$ cat config.mk
export PLATFORM = sky130hd
export DESIGN_NAME = ifetch
export DESIGN_NICKNAME = d
export VERILOG_FILES = /design/src/rtl/ifetch_pkg.sv /design/src/rtl/ifetch_fifo.sv /design/src/rtl/ifetch.sv
export SDC_FILE = /design/constraint.sdc
export NUM_CORES = 1
export LEC_CHECK = 0
export BUFFER_PORTS_ARGS = -buffer_cell sky130_fd_sc_hd__buf_4
export CAP_MARGIN = 20
export CORE_MARGIN = 5
export CORE_UTILIZATION = 28
export CTS_CLUSTER_DIAMETER = 40
export CTS_CLUSTER_SIZE = 24
export DETAILED_ROUTE_END_ITERATION = 8
export HOLD_SLACK_MARGIN = 0.02
export PLACE_DENSITY_LB_ADDON = 0.05
export RECOVER_POWER = 100
export SYNTH_ARGS = -nofsm -noshare
export SYNTH_HDL_FRONTEND = slang
export SYNTH_SLANG_ARGS = --single-unit
export TNS_END_PERCENT = 20
$ cat constraint.sdc
create_clock -name clk -period 2.3 [get_ports clk]
set_clock_uncertainty 0.15 [all_clocks]
set_input_delay 0.345 -clock clk [delete_from_list [all_inputs] [get_ports clk]]
set_output_delay 0.345 -clock clk [all_outputs]
set_load 0.03 [all_outputs]
$ cat src/rtl/ifetch_pkg.sv
// Shared constants and the fetch-buffer entry record for the instruction fetch unit.
package ifetch_pkg;

    localparam int XLEN = 32;

    // Canonical NOP (addi x0, x0, 0). It stands in for the instruction word of a
    // misaligned fetch.
    localparam logic [XLEN-1:0] NOP_INST = 32'h0000_0013;

    // Sequential fetch stride in bytes.
    localparam logic [XLEN-1:0] PC_INC = 32'd4;

    typedef struct packed {
        logic [XLEN-1:0] pc;
        logic [XLEN-1:0] inst;
        logic            misaligned;
    } fetch_entry_t;

endpackage

$ cat src/rtl/ifetch_fifo.sv
// fetch_fifo: two-entry shift-style buffer between fetch and decode.
// Slot 0 is always the head. The output is read straight from slot 0 without
// regard to the count, so the head outputs stay at zero until the first push
// after reset.
module fetch_fifo
    import ifetch_pkg::*;
(
    input  logic         clk,
    input  logic         reset,
    input  logic         flush,
    input  logic         push,
    input  fetch_entry_t push_data,
    input  logic         pop,
    output fetch_entry_t head,
    output logic [1:0]   count
);

    fetch_entry_t mem_q [2];
    fetch_entry_t mem_d [2];
    logic [1:0]   cnt_q, cnt_d;
    logic         do_pop;

    // A pop is only meaningful when the buffer holds something.
    assign do_pop = pop && (cnt_q != 2'd0);

    // Next-state: a flush wins over everything. A pop shifts slot 1 into slot 0.
    // A push lands in the first free slot after any shift.
    always_comb begin
        mem_d[0] = mem_q[0];
        mem_d[1] = mem_q[1];
        cnt_d    = cnt_q;
        if (flush) begin
            cnt_d = 2'd0;
        end else if (do_pop && push) begin
            if (cnt_q == 2'd1) begin
                mem_d[0] = push_data;
            end else begin
                mem_d[0] = mem_q[1];
                mem_d[1] = push_data;
            end
        end else if (do_pop) begin
            mem_d[0] = mem_q[1];
            cnt_d    = cnt_q - 2'd1;
        end else if (push && (cnt_q != 2'd2)) begin
            if (cnt_q == 2'd0) begin
                mem_d[0] = push_data;
            end else begin
                mem_d[1] = push_data;
            end
            cnt_d = cnt_q + 2'd1;
        end
    end

    // Storage and count registers. Reset clears the storage as well as the count.
    always_ff @(posedge clk) begin
        if (reset) begin
            mem_q[0] <= '0;
            mem_q[1] <= '0;
            cnt_q    <= 2'd0;
        end else begin
            mem_q[0] <= mem_d[0];
            mem_q[1] <= mem_d[1];
            cnt_q    <= cnt_d;
        end
    end

    assign head  = mem_q[0];
    assign count = cnt_q;

endmodule

$ cat src/rtl/ifetch.sv
// ifetch: PC generation, redirect handling and the fetch buffer feeding decode.
// Optional feature: define IFETCH_MISALIGN_TRAP_EN to enable the misaligned-fetch
// trap. A push from a misaligned PC enqueues a flagged NOP and stops fetching
// until a redirect or reset arrives. Without the macro, redirect targets are
// forced to word alignment and out_misaligned stays at 0.
module ifetch
    import ifetch_pkg::*;
#(
    parameter logic [XLEN-1:0] RESET_PC = '0
) (
    input  logic            clk,
    input  logic            reset,
    input  logic            redirect_valid,
    input  logic [XLEN-1:0] redirect_pc,
    output logic [XLEN-1:0] imem_addr,
    input  logic [XLEN-1:0] imem_rdata,
    output logic            out_valid,
    input  logic            out_ready,
    output logic [XLEN-1:0] out_pc,
    output logic [XLEN-1:0] out_inst,
    output logic            out_misaligned
);

    logic [XLEN-1:0] pc_q, pc_d;
    logic            push, pop;
    fetch_entry_t    push_data;
    fetch_entry_t    head;
    logic [1:0]      count;
    logic            halted;

`ifdef IFETCH_MISALIGN_TRAP_EN
    localparam logic MISALIGN_EN = 1'b1;
    logic halt_q, halt_d;
    assign halted = halt_q;
`else
    localparam logic MISALIGN_EN = 1'b0;
    assign halted = 1'b0;
`endif

    assign pop  = out_valid && out_ready;
    assign push = !redirect_valid && !halted && ((count != 2'd2) || pop);

    // Builds the entry to enqueue. A misaligned PC is replaced by a flagged NOP
    // only when the trap is enabled.
    always_comb begin
        push_data.pc         = pc_q;
        push_data.inst       = imem_rdata;
        push_data.misaligned = 1'b0;
`ifdef IFETCH_MISALIGN_TRAP_EN
        if (pc_q[1:0] != 2'b00) begin
            push_data.inst       = NOP_INST;
            push_data.misaligned = 1'b1;
        end
`endif
    end

    // PC and halt next-state. A redirect has priority over a sequential advance.
    // The increment wraps naturally at 2^XLEN.
    always_comb begin
        pc_d = pc_q;
`ifdef IFETCH_MISALIGN_TRAP_EN
        halt_d = halt_q;
        if (redirect_valid) begin
            pc_d   = redirect_pc;
            halt_d = 1'b0;
        end else if (push) begin
            pc_d = pc_q + PC_INC;
            if (push_data.misaligned) halt_d = 1'b1;
        end
`else
        if (redirect_valid) begin
            pc_d = redirect_pc & ~{{(XLEN-2){1'b0}}, 2'b11};
        end else if (push) begin
            pc_d = pc_q + PC_INC;
        end
`endif
    end

    // PC and halt registers. Reset takes priority over redirect and push.
    always_ff @(posedge clk) begin
        if (reset) begin
            pc_q <= RESET_PC;
`ifdef IFETCH_MISALIGN_TRAP_EN
            halt_q <= 1'b0;
`endif
        end else begin
            pc_q <= pc_d;
`ifdef IFETCH_MISALIGN_TRAP_EN
            halt_q <= halt_d;
`endif
        end
    end

    fetch_fifo u_fifo (
        .clk       (clk),
        .reset     (reset),
        .flush     (redirect_valid),
        .push      (push),
        .push_data (push_data),
        .pop       (pop),
        .head      (head),
        .count     (count)
    );

    assign imem_addr      = pc_q;
    assign out_valid      = (count != 2'd0);
    assign out_pc         = head.pc;
    assign out_inst       = head.inst;
    // Gated so that the flag reads constant 0 when the trap is compiled out.
    assign out_misaligned = MISALIGN_EN & head.misaligned;

endmodule

==> results.json, run 1 <==
{
  "async_reset_ff_share_pct": 0,
  "yosysWarnings": 0,
  "vias": 6752,
  "clk_pin_slew_worst_paths_ns": 0.07,
  "rr_endpoint": "imem_addr[25]$_SDFFE_PP0P_",
  "rsz0062_at_grt": "no",
  "combPwrFrac_pct": 18.7,
  "start_util_pct": 28.1,
  "grt_pass1_vias": 6592,
  "r2r_setup_slack_ns": 0.12,
  "swShare_pct": 31.5,
  "hold_path_depth": 3,
  "wl_per_cell_um": 18.2,
  "powerDensity_mw_per_mm2": 776,
  "routed-wl-met3_mm": 1.21,
  "slew_viol_final": 0,
  "seqCellArea_mm2": 0.00315,
  "p_clk_share_pct": 39.2,
  "cp.arrival_ns": 2.34,
  "die_area_mm2": 0.0292,
  "clock_path_buffers": 2,
  "layout_commonest_cell": "nand2_1",
  "startpoint_type": "flop",
  "antenna_left": 0,
  "synth_compound_area_share_pct": 20.3,
  "max_slew_margin_pct": 38.4,
  "endpoint_kind": "flop",
  "drive_gt1_share_pct": 18.6,
  "totalWireLength_mm": 24.5,
  "cellLeakagePower_uw": 0.00350,
  "routed.top_layer": "met4",
  "synth-seq-area-share_pct": 43.1,
  "diodes": 0,
  "dominantRegCellSynth": "dfxtp_1",
  "worstPathRequired_ns": 2.47,
  "post-route-period-util_pct": 94.7,
  "grt_max_degree": 84,
  "globalplace.congestion": 0.761,
  "yosys.area_share.simple_pct": 18.7,
  "die_height_um": 171,
  "finalSetupViolCount": 0,
  "synthAdderAreaFrac_pct": 0.690,
  "m1WireLength_mm": 11.3,
  "synth.area.mux_share_pct": 4.69,
  "met2WireLength_mm": 11.6,
  "ios": 166,
  "ff2ff_path_depth": 4,
  "core_area_mm2": 0.0258,
  "min_to": "imem_addr[29]$_SDFFE_PP0P_",
  "min_from": "redirect_pc[29]",
  "syn2layout_area_growth_pct": 26.5,
  "r2r-start": "imem_addr[15]$_SDFFE_PP0P_",
  "switchingPower_uw": 2240,
  "drt_first_iter_violations": 428,
  "worstHoldPathType": "input pin to flop",
  "syn_avg_cell_area_um2": 8.37,
  "netlist_area_mm2": 0.00725,
  "grt_pass1_wl_mm": 37.8,
  "numPortBuffers": 158,
  "htreeDepth": 4,
  "final_cell_mix": "nand2_1 (146), dfxtp_1 (143), buf_4 (118)",
  "nFillCells": 2733,
  "synth-edff-count": 0,
  "ys_types": 56,
  "fin_nets": 1067,
  "period_minus_slack_ns": 2.18,
  "status": "completed",
  "multiInputGateArea_mm2": 0.00336,
  "setup_tns_ns": 0,
  "overflow": 0,
  "crit_type": "flop to flop",
  "totalPowerFinal_uw": 7110,
  "drcViolationCount": 0,
  "dr.pass1.iters": 6,
  "synth_top_family_by_area": "compound AO/OA/AOI/OAI gates",
  "holdWs_ns": 0.0401,
  "max_freq_mhz": 459,
  "worstMarginPinSlew_ns": 0.923,
  "clock-root-buffer": "clkbuf_16",
  "cts_inserted_buffers": 17,
  "ys_seq_elements": 156,
  "synthCells": 866,
  "grtUsageTotal_pct": 16.5,
  "via_per_inst": 5.03,
  "dieWidth_um": 171,
  "numClockSinks": 156,
  "clk_latency_ns": 0.42,
  "max_cap_viol_count": 0,
  "critPathMaxFanout": 15,
  "p_seq_share_pct": 42.1,
  "p_int_uw": 4880,
  "dp.final_hpwl_mm": 16.8,
  "vdd_drop_max_mv": 0.417,
  "cts_tree": "yes",
  "num_rows": 59,
  "antenna_found_initial": 0,
  "final_hold_viol_count": 0,
  "synth-xor-area-share_pct": 0.845
}
==> sequential cells by signal, summed over array words and instances (netlist names) <==
| signal | cells |
|---|---|
| imem_addr | 30 |
| u_fifo.mem_q | 124 |
| u_fifo.count | 2 |
==> cells by family (layout without fill, tap and decap cells) <==
group | count (synthesis) | in the layout
simple gates | 304 | 304
compound gates | 207 | 207
flops | 156 | 156
buf+inv | 153 | 291
mux | 34 | 34
xor+xnor | 7 | 7
fa+ha+maj | 4 | 4
other cells | 1 | 5
==> power by group through the flow <==
| stage | clock (µW) | combinational (µW) | sequential [µW] |
|---|---|---|---|
| 4_1_cts | 2890 | 1460 | 3000 |
| 3_3_place_gp | 0 | 1400 | 3050 |
| 5_1_grt | 3000 | 1450 | 3020 |
| 2_1_floorplan | 0 | 867 | 3110 |
| 3_5_place_dp | 0 | 1410 | 3060 |
| 6_report | 2790 | 1330 | 2990 |
==> cell usage after synthesis (2+ instances only) <==
| library cell | instances | area (µm²) |
|---|---|---|
| buf_4 | 69 | 518 |
| nand4_1 | 8 | 50.1 |
| and3_1 | 7 | 43.8 |
| dfxtp_1 | 156 | 3120 |
| a222oi_1 | 25 | 250 |
| nand2b_1 | 2 | 12.5 |
| a311o_1 | 3 | 30.0 |
| a311oi_1 | 13 | 114 |
| o31ai_1 | 9 | 67.6 |
| buf_1 | 4 | 15.0 |
| a32oi_1 | 4 | 35.0 |
| and4_1 | 5 | 43.8 |
| or3_1 | 3 | 18.8 |
| o21ai_1 | 2 | 10.0 |
| mux2i_1 | 34 | 340 |
| o2111ai_1 | 2 | 17.5 |
| o21ai_0 | 9 | 45.0 |
| or4_1 | 11 | 82.6 |
| buf_2 | 3 | 15.0 |
| a211oi_1 | 45 | 338 |
| clkbuf_1 | 62 | 233 |
| xnor2_1 | 6 | 52.6 |
| nor4_1 | 4 | 25.0 |
| a2111oi_0 | 2 | 17.5 |
| nor2b_1 | 5 | 31.3 |
| o21a_1 | 4 | 30.0 |
| nor3_1 | 9 | 45.0 |
| nand3_1 | 17 | 85.1 |
| o2111a_1 | 3 | 33.8 |
| inv_1 | 12 | 45.0 |
| ha_1 | 4 | 50.1 |
| nor2_1 | 80 | 300 |
| a21oi_1 | 72 | 360 |
| o211ai_1 | 2 | 15.0 |
| nand2_1 | 146 | 548 |
| a21o_1 | 4 | 30.0 |
==> cell type report <==
cell class	count	area share, %
multi-input combinational	561	36.6
sequential	156	34.4
timing repair buffer	246	17.7
clock buffer	18	4.79
tap	335	4.57
clock inverter	14	1.47
inverter	13	0.532
==> critical path, cell delays in order (launching register included) <==
cell     delay (ns)
dfxtp_2        0.38
nand2_1        0.12
or4_4          0.63
or4_1          0.56
o211a_1        0.24
==> stage by stage <==
stage	area [µm²]	setup slack, ns	cells	utilization, %
finish	9170	0.123	1343	35.6
global route	9170	0.00987	1343	35.6
CTS	9490	0.00925	1343	36.9
detailed placement	8640	0.0200	1283	33.5
global placement	8640	0.103	1283	33.5
floorplan	7320	0.0128	870	-
==> how the worst max path moves through the flow <==
stage / startpoint / to / slack [ns] / depth (start not counted)
after detailed placement: u_fifo.count[0]$_SDFFE_PP0P_ / u_fifo.mem_q[0][120]$_SDFFE_PP0P_ / 0.02 / 8
final: imem_addr[15]$_SDFFE_PP0P_ / imem_addr[25]$_SDFFE_PP0P_ / 0.12 / 4
after floorplan: imem_addr[5]$_SDFFE_PP0P_ / imem_addr[21]$_SDFFE_PP0P_ / 0.01 / 6
after CTS: u_fifo.count[0]$_SDFFE_PP0P_ / u_fifo.mem_q[0][116]$_SDFFE_PP0P_ / 0.009 / 8
after global placement: u_fifo.count[0]$_SDFFE_PP0P_ / u_fifo.mem_q[0][126]$_SDFFE_PP0P_ / 0.10 / 8
after global routing: u_fifo.count[0]$_SDFFE_PP0P_ / imem_addr[12]$_SDFFE_PP0P_ / 0.01 / 7
==> what timing repair did <==
action / in CTS / in global routing
setup endpoints to repair: 0 / 103
endpoints found under the hold margin: 35 / 0
buffers inserted: 0 / 0
hold buffers: 28 / 0
gates resized for setup: 0 / 15
==> routing by layer <==
metal	vias up	GRT usage, %
li1	3278	-
met1	3251	21.9
met2	205	27.3
met3	18	3.03
met4	0	5.10
met5	-	0
Power figures use the tool's default switching activity.
==> run 2: changes to the inputs <==
--- a/config.mk
+++ b/config.mk
@@ -8,7 +8,7 @@
 export BUFFER_PORTS_ARGS = -buffer_cell sky130_fd_sc_hd__buf_4
 export CAP_MARGIN = 20
 export CORE_MARGIN = 5
-export CORE_UTILIZATION = 28
+export CORE_UTILIZATION = 54
 export CTS_CLUSTER_DIAMETER = 40
 export CTS_CLUSTER_SIZE = 24
 export DETAILED_ROUTE_END_ITERATION = 8
==> constraint.sdc (replaced) <==
create_clock -name clk -period 2.2 [get_ports clk]
set_clock_uncertainty 0.15 [all_clocks]
set_input_delay 0.33 -clock clk [delete_from_list [all_inputs] [get_ports clk]]
set_output_delay 0.33 -clock clk [all_outputs]
set_load 0.03 [all_outputs]
==> run 2 against run 1 <==
Clock-buffer cell count increased by 3; power increased by 2.8%; first-iteration DRC count increased by 48%; worst hold slack got worse by 0.019 ns; worst setup slack got worse by 0.088 ns; die area decreased by 46%; combinational power increased by 5%; global-route usage increased by 8.4 points; clock power about the same; cell count decreased by 11%; utilization increased by 33 points; highest routed layer unchanged.
==> results.json, run 2 (same netlist as run 1, synthesis figures left out) <==
{
  "status": "completed",
  "grt_pass1_vias": 6546,
  "crit_slowest_cell": "or4_1",
  "cellLeakagePower_uw": 0.00356,
  "num_rows": 42,
  "worstHoldPathType": "input pin to flop",
  "final_cells": 1191,
  "totalWireLength_mm": 20.6,
  "numClockSinks": 156,
  "critPathMaxStageDelay_ns": 0.54,
  "max_freq_mhz": 462,
  "numPortBuffers": 158,
  "max_cap_viol_count": 0,
  "largest_reg_flops": 124,
  "clk_latency_ns": 0.43,
  "dr.pass1.iters": 8,
  "cts_inserted_buffers": 17,
  "overflow": 0,
  "fin_nets": 1075,
  "ios": 166,
  "vdd_drop_max_mv": 0.487,
  "antenna_left": 0,
  "globalplace.congestion": 0.842,
  "post-route-period-util_pct": 98.4,
  "antenna_found_initial": 0,
  "wl_per_cell_um": 17.3,
  "die_area_mm2": 0.0158,
  "slew_viol_final": 0,
  "nFillCells": 1142,
  "powerDensity_mw_per_mm2": 803,
  "hold_path_depth": 3,
  "clock-root-buffer": "clkbuf_16",
  "period_minus_slack_ns": 2.17,
  "path_depth": 5,
  "worst-path-buf-inv": 1,
  "ff2ff_path_depth": 5,
  "regMostFlops": "u_fifo.mem_q",
  "htreeDepth": 4,
  "grtUsageTotal_pct": 24.9,
  "finalSetupViolCount": 0,
  "dp.final_hpwl_mm": 13.5,
  "startpoint_type": "flop",
  "grt_max_degree": 84,
  "placed_cells": 1121,
  "worstPathRequired_ns": 2.42,
  "core_area_mm2": 0.0132,
  "holdWs_ns": 0.0211,
  "drcViolationCount": 0,
  "vias": 6866,
  "final_cell_mix": "nand2_1 (146), dfxtp_1 (145), buf_4 (121)",
  "crit_type": "flop to flop",
  "drive_gt1_share_pct": 18.8,
  "die_height_um": 126,
  "endpoint_kind": "flop",
  "final_hold_viol_count": 0,
  "crit_chain": "nand4_1 -> or4_4 -> buf_4 -> or4_1 -> nand3_1",
  "cp.arrival_ns": 2.39,
  "clk_pin_slew_worst_paths_ns": 0.06,
  "multiInputGateArea_mm2": 0.00339,
  "rsz0062_at_grt": "yes",
  "diodes": 0,
  "critPathMaxFanout": 9,
  "critPathTopFamily": "simple AND/OR/NAND/NOR gates",
  "dieWidth_um": 126,
  "syn2layout_area_growth_pct": 25.6,
  "clock_path_buffers": 2,
  "final_util_pct": 69.0,
  "layout_commonest_cell": "nand2_1",
  "grt_pass1_wl_mm": 32.6,
  "start_util_pct": 55.0,
  "via_per_inst": 5.76,
  "r2r_setup_slack_ns": 0.03,
  "seqCellArea_mm2": 0.00315,
  "cts_tree": "yes",
  "drt_first_iter_violations": 633
}
[run 2: worst paths after layout]
check	from	to
hold / removal	redirect_pc[14]	imem_addr[14]$_SDFFE_PP0P_
setup / recovery	imem_addr[13]$_SDFFE_PP0P_	imem_addr[30]$_SDFFE_PP0P_
setup reg to reg	imem_addr[13]$_SDFFE_PP0P_	imem_addr[30]$_SDFFE_PP0P_
hold reg to reg	u_fifo.mem_q[0][126]$_SDFFE_PP0P_	u_fifo.mem_q[0][126]$_SDFFE_PP0P_
[run 2: area by class of cell]
type                       instances  share of cell area (%)
clock inverter                    10                    1.00
clock buffer                      21                    5.17
timing repair buffer             253                    19.1
tap                              176                    2.42
sequential                       156                    34.6
multi-input combinational        562                    37.2
inverter                          13                   0.536
[run 2: what timing repair did]
action / CTS / global route
endpoints found under the setup margin: 0 / 97
gates resized for setup: 0 / 14
setup buffers: 0 / 3
hold buffers: 35 / 0
hold endpoints to repair: 44 / 0
[run 2: through the flow]
stage                     instance area [µm²]  setup slack (ns)  setup TNS [ns]  power (µW)
after global placement                   8440             0.122               0        4580
after CTS                                9360            0.0281               0        7440
after floorplan                          7320           -0.0629          -0.173        4160
final                                    9110            0.0349               0        7320
after detailed placement                 8440            0.0687               0        4620
after global routing                     9110           -0.0654          -0.596        7610
[run 2: tightest hold or removal path, cell delays in order]
cell,delay [ns]
buf_4,0.11
inv_1,0.06
a2111oi_1,0.07
[run 2: layer usage]
metal	global-route usage, %	wire (µm)
met3	5.84	1420
met4	10.3	554
met5	0	0
met1	31.4	8620
met2	41.2	10000
[run 2: power by group]
| part | internal, µW | leakage [µW] | switching [µW] |
|---|---|---|---|
| combinational | 502 | 0.00200 | 886 |
| sequential | 3010 | 0.00128 | 120 |
| clock | 1630 | 0.000271 | 1160 |
| total | 5140 | 0.00356 | 2170 |
==> run 3: changes to the inputs <==
--- a/config.mk
+++ b/config.mk
@@ -5,10 +5,11 @@
 export SDC_FILE = /design/constraint.sdc
 export NUM_CORES = 1
 export LEC_CHECK = 0
+export ABC_AREA = 1
 export BUFFER_PORTS_ARGS = -buffer_cell sky130_fd_sc_hd__buf_4
 export CAP_MARGIN = 20
 export CORE_MARGIN = 5
-export CORE_UTILIZATION = 54
+export CORE_UTILIZATION = 56
 export CTS_CLUSTER_DIAMETER = 40
 export CTS_CLUSTER_SIZE = 24
 export DETAILED_ROUTE_END_ITERATION = 8
==> run 3 against run 2 <==
Cell count rose by 23%; largest cell class unchanged; critical path type unchanged; non-clock buffer count fell by 52; via count rose by 13%; fmax rose by 4.9%.
==> results.json, run 3 <==
{
  "status": "completed",
  "yosys-top-cells-area": "dfxtp_1 (38%), nand2_1 (13%), buf_4 (6.5%)",
  "swShare_pct": 29.7,
  "dp.final_hpwl_mm": 15.1,
  "ff2ff_path_depth": 9,
  "ys_types": 43,
  "slew_viol_final": 0,
  "synth-edff-count": 0,
  "hold_path_depth": 3,
  "grt_pass1_wl_mm": 35.0,
  "ios": 166,
  "vdd_drop_max_mv": 0.624,
  "min_to": "u_fifo.mem_q[0][66]$_SDFFE_PP0P_",
  "worstMarginPinSlew_ns": 0.598,
  "globalplace.congestion": 0.896,
  "synth_top_area_share_pct": 38.1,
  "cp.arrival_ns": 2.28,
  "multiInputGateArea_mm2": 0.00370,
  "synthCells": 1181,
  "worstPathRequired_ns": 2.41,
  "dr.pass1.iters": 5,
  "core_area_mm2": 0.0144,
  "wl_per_cell_um": 14.9,
  "totalWireLength_mm": 21.9,
  "post-route-period-util_pct": 93.8,
  "drive_gt1_share_pct": 12.1,
  "combPwrFrac_pct": 16.2,
  "seqCellArea_mm2": 0.00312,
  "dominantRegCellSynth": "dfxtp_1",
  "clk_latency_ns": 0.43,
  "period_minus_slack_ns": 2.06,
  "p_seq_share_pct": 42.4,
  "diodes": 0,
  "die_area_mm2": 0.0171,
  "largest_reg_flops": 124,
  "vias": 7786,
  "clk_pin_slew_worst_paths_ns": 0.07,
  "layout_commonest_cell": "nand2_1",
  "synthMostInstantiatedCell": "nand2_1",
  "worst_slack_ns": 0.136,
  "cts_inserted_buffers": 17,
  "switchingPower_uw": 2210,
  "die_height_um": 131,
  "ys_seq_elements": 156,
  "syn2layout_area_growth_pct": 15.2,
  "nFillCells": 1364,
  "overflow": 0,
  "drt_first_iter_violations": 580,
  "max_slew_margin_pct": 60.1,
  "finalSetupViolCount": 0,
  "numClockSinks": 156,
  "via_per_inst": 5.32,
  "startpoint_type": "flop",
  "yosysWarnings": 0,
  "yosysTopAreaCell": "dfxtp_1",
  "start_util_pct": 56.8,
  "p_clk_share_pct": 41.4,
  "async_reset_ff_share_pct": 0,
  "antenna_left": 0,
  "max_cap_viol_count": 0,
  "setup_tns_ns": 0,
  "regMostFlops": "u_fifo.mem_q",
  "syn_avg_cell_area_um2": 6.94,
  "pre_cts_slack_ns": 0.0692,
  "rsz0062_at_grt": "no",
  "clock-root-buffer": "clkbuf_16",
  "netlist_area_mm2": 0.00819,
  "rr_endpoint": "u_fifo.mem_q[0][127]$_SDFFE_PP0P_",
  "clock_path_buffers": 2,
  "num_rows": 44,
  "worstHoldPathType": "input pin to flop",
  "crit_type": "flop to flop",
  "final_cell_mix": "nand2_1 (283), dfxtp_1 (156), inv_1 (125)",
  "dieWidth_um": 131,
  "min_from": "imem_rdata[0]",
  "grt_max_degree": 50,
  "r2r_setup_slack_ns": 0.14,
  "synth-seq-area-share_pct": 38.1,
  "final_util_pct": 65.4,
  "cellLeakagePower_uw": 0.00384,
  "grt_pass1_vias": 7178,
  "fin_nets": 1338,
  "grtUsageTotal_pct": 25.5,
  "drcViolationCount": 0,
  "powerDensity_mw_per_mm2": 787,
  "final_hold_viol_count": 0,
  "critPathMaxFanout": 31,
  "endpoint_kind": "flop",
  "synthTopCellsByCount": "nand2_1 (283), dfxtp_1 (156), inv_1 (125), a21oi_1 (105), o21ai_0 (76)",
  "htreeDepth": 4,
  "antenna_found_initial": 0,
  "r2r-start": "u_fifo.count[0]$_SDFFE_PP0P_",
  "max_freq_mhz": 484,
  "p_int_uw": 5220,
  "cts_tree": "yes",
  "numPortBuffers": 158
}
## run 3: cell types whose count changed after synthesis, moves of 33 or more
cell      change
mux2i_1      -34
o211ai_1     +38
o21ai_0      +67
inv_1       +113
a211oi_1     -44
a21oi_1      +33
nand2_1     +137
## run 3: timing repair
action	4_1_cts	5_1_grt
resized for setup	0	7
hold buffers	7	1
endpoints found under the setup margin	0	30
setup buffers	0	0
endpoints found under the hold margin	8	1
## run 3: kinds of logic (layout without fill, tap and decap cells)
group | after synthesis | count (layout) | synth area share (%)
simple gates | 422 | 422 | 21.1
compound gates | 316 | 316 | 22.5
buf+inv | 273 | 367 | 16.7
flops | 156 | 156 | 38.1
xor+xnor | 9 | 9 | 0.962
fa+ha+maj | 4 | 4 | 0.611
other cells | 1 | 5 | 0.0458
## run 3: power groups by stage
| stage | Combinational (µW) | Sequential, µW | Clock (µW) |
|---|---|---|---|
| floorplan | 900 | 3230 | 0 |
| detailed placement | 1290 | 3210 | 0 |
| CTS | 1310 | 3150 | 3130 |
| global placement | 1280 | 3210 | 0 |
| finish | 1200 | 3150 | 3080 |
| global route | 1330 | 3170 | 3260 |
## run 3: how the worst max path moves through the flow
stage,slack (ns),cells after the start,end,startpoint
after floorplan,0.17,10,u_fifo.mem_q[0][106]$_SDFFE_PP0P_,u_fifo.count[0]$_SDFFE_PP0P_
after global placement,0.14,10,u_fifo.mem_q[0][127]$_SDFFE_PP0P_,u_fifo.count[0]$_SDFFE_PP0P_
after detailed placement,0.07,10,u_fifo.mem_q[0][127]$_SDFFE_PP0P_,u_fifo.count[0]$_SDFFE_PP0P_
after CTS,0.03,10,u_fifo.mem_q[0][127]$_SDFFE_PP0P_,u_fifo.count[0]$_SDFFE_PP0P_
after global routing,0.01,9,u_fifo.mem_q[0][127]$_SDFFE_PP0P_,u_fifo.count[0]$_SDFFE_PP0P_
final,0.14,9,u_fifo.mem_q[0][127]$_SDFFE_PP0P_,u_fifo.count[0]$_SDFFE_PP0P_
## run 3: per-layer routing
metal  vias to the layer above  GRT usage, %  share of wire, %
met2                       245          41.5                46
met1                      3537          33.9                46
met3                        31          5.61               6.9
met4                         0          7.99               1.9
met5                         -             0                 0
li1                       3973             -                 -
## run 3: cell type report
cell class,instances,area share [%]
multi-input combinational,756,39.2
sequential,156,33.1
timing repair buffer,201,13.3
inverter,134,5.44
clock buffer,18,4.55
tap,184,2.44
clock inverter,14,1.95
## run 3: worst max-delay path: stages (launching register included)
cell and delay, ns:
dfxtp_1 0.37, inv_1 0.09, ha_1 0.26, inv_2 0.11, nand2_2 0.08, a21oi_2 0.23, nand3_4 0.15, inv_4 0.27
o21ai_0 0.15, a21oi_1 0.14
## run 3: metrics by stage
step	area (µm²)	cells	hold WS [ns]	power, µW
finish	9440	1463	0.0413	7420
global route	9440	1463	0.0389	7750
CTS	9790	1462	0.0215	7590
detailed placement	9100	1423	0.297	4500
global placement	9100	1423	0.290	4480
floorplan	8210	1185	0.280	4130
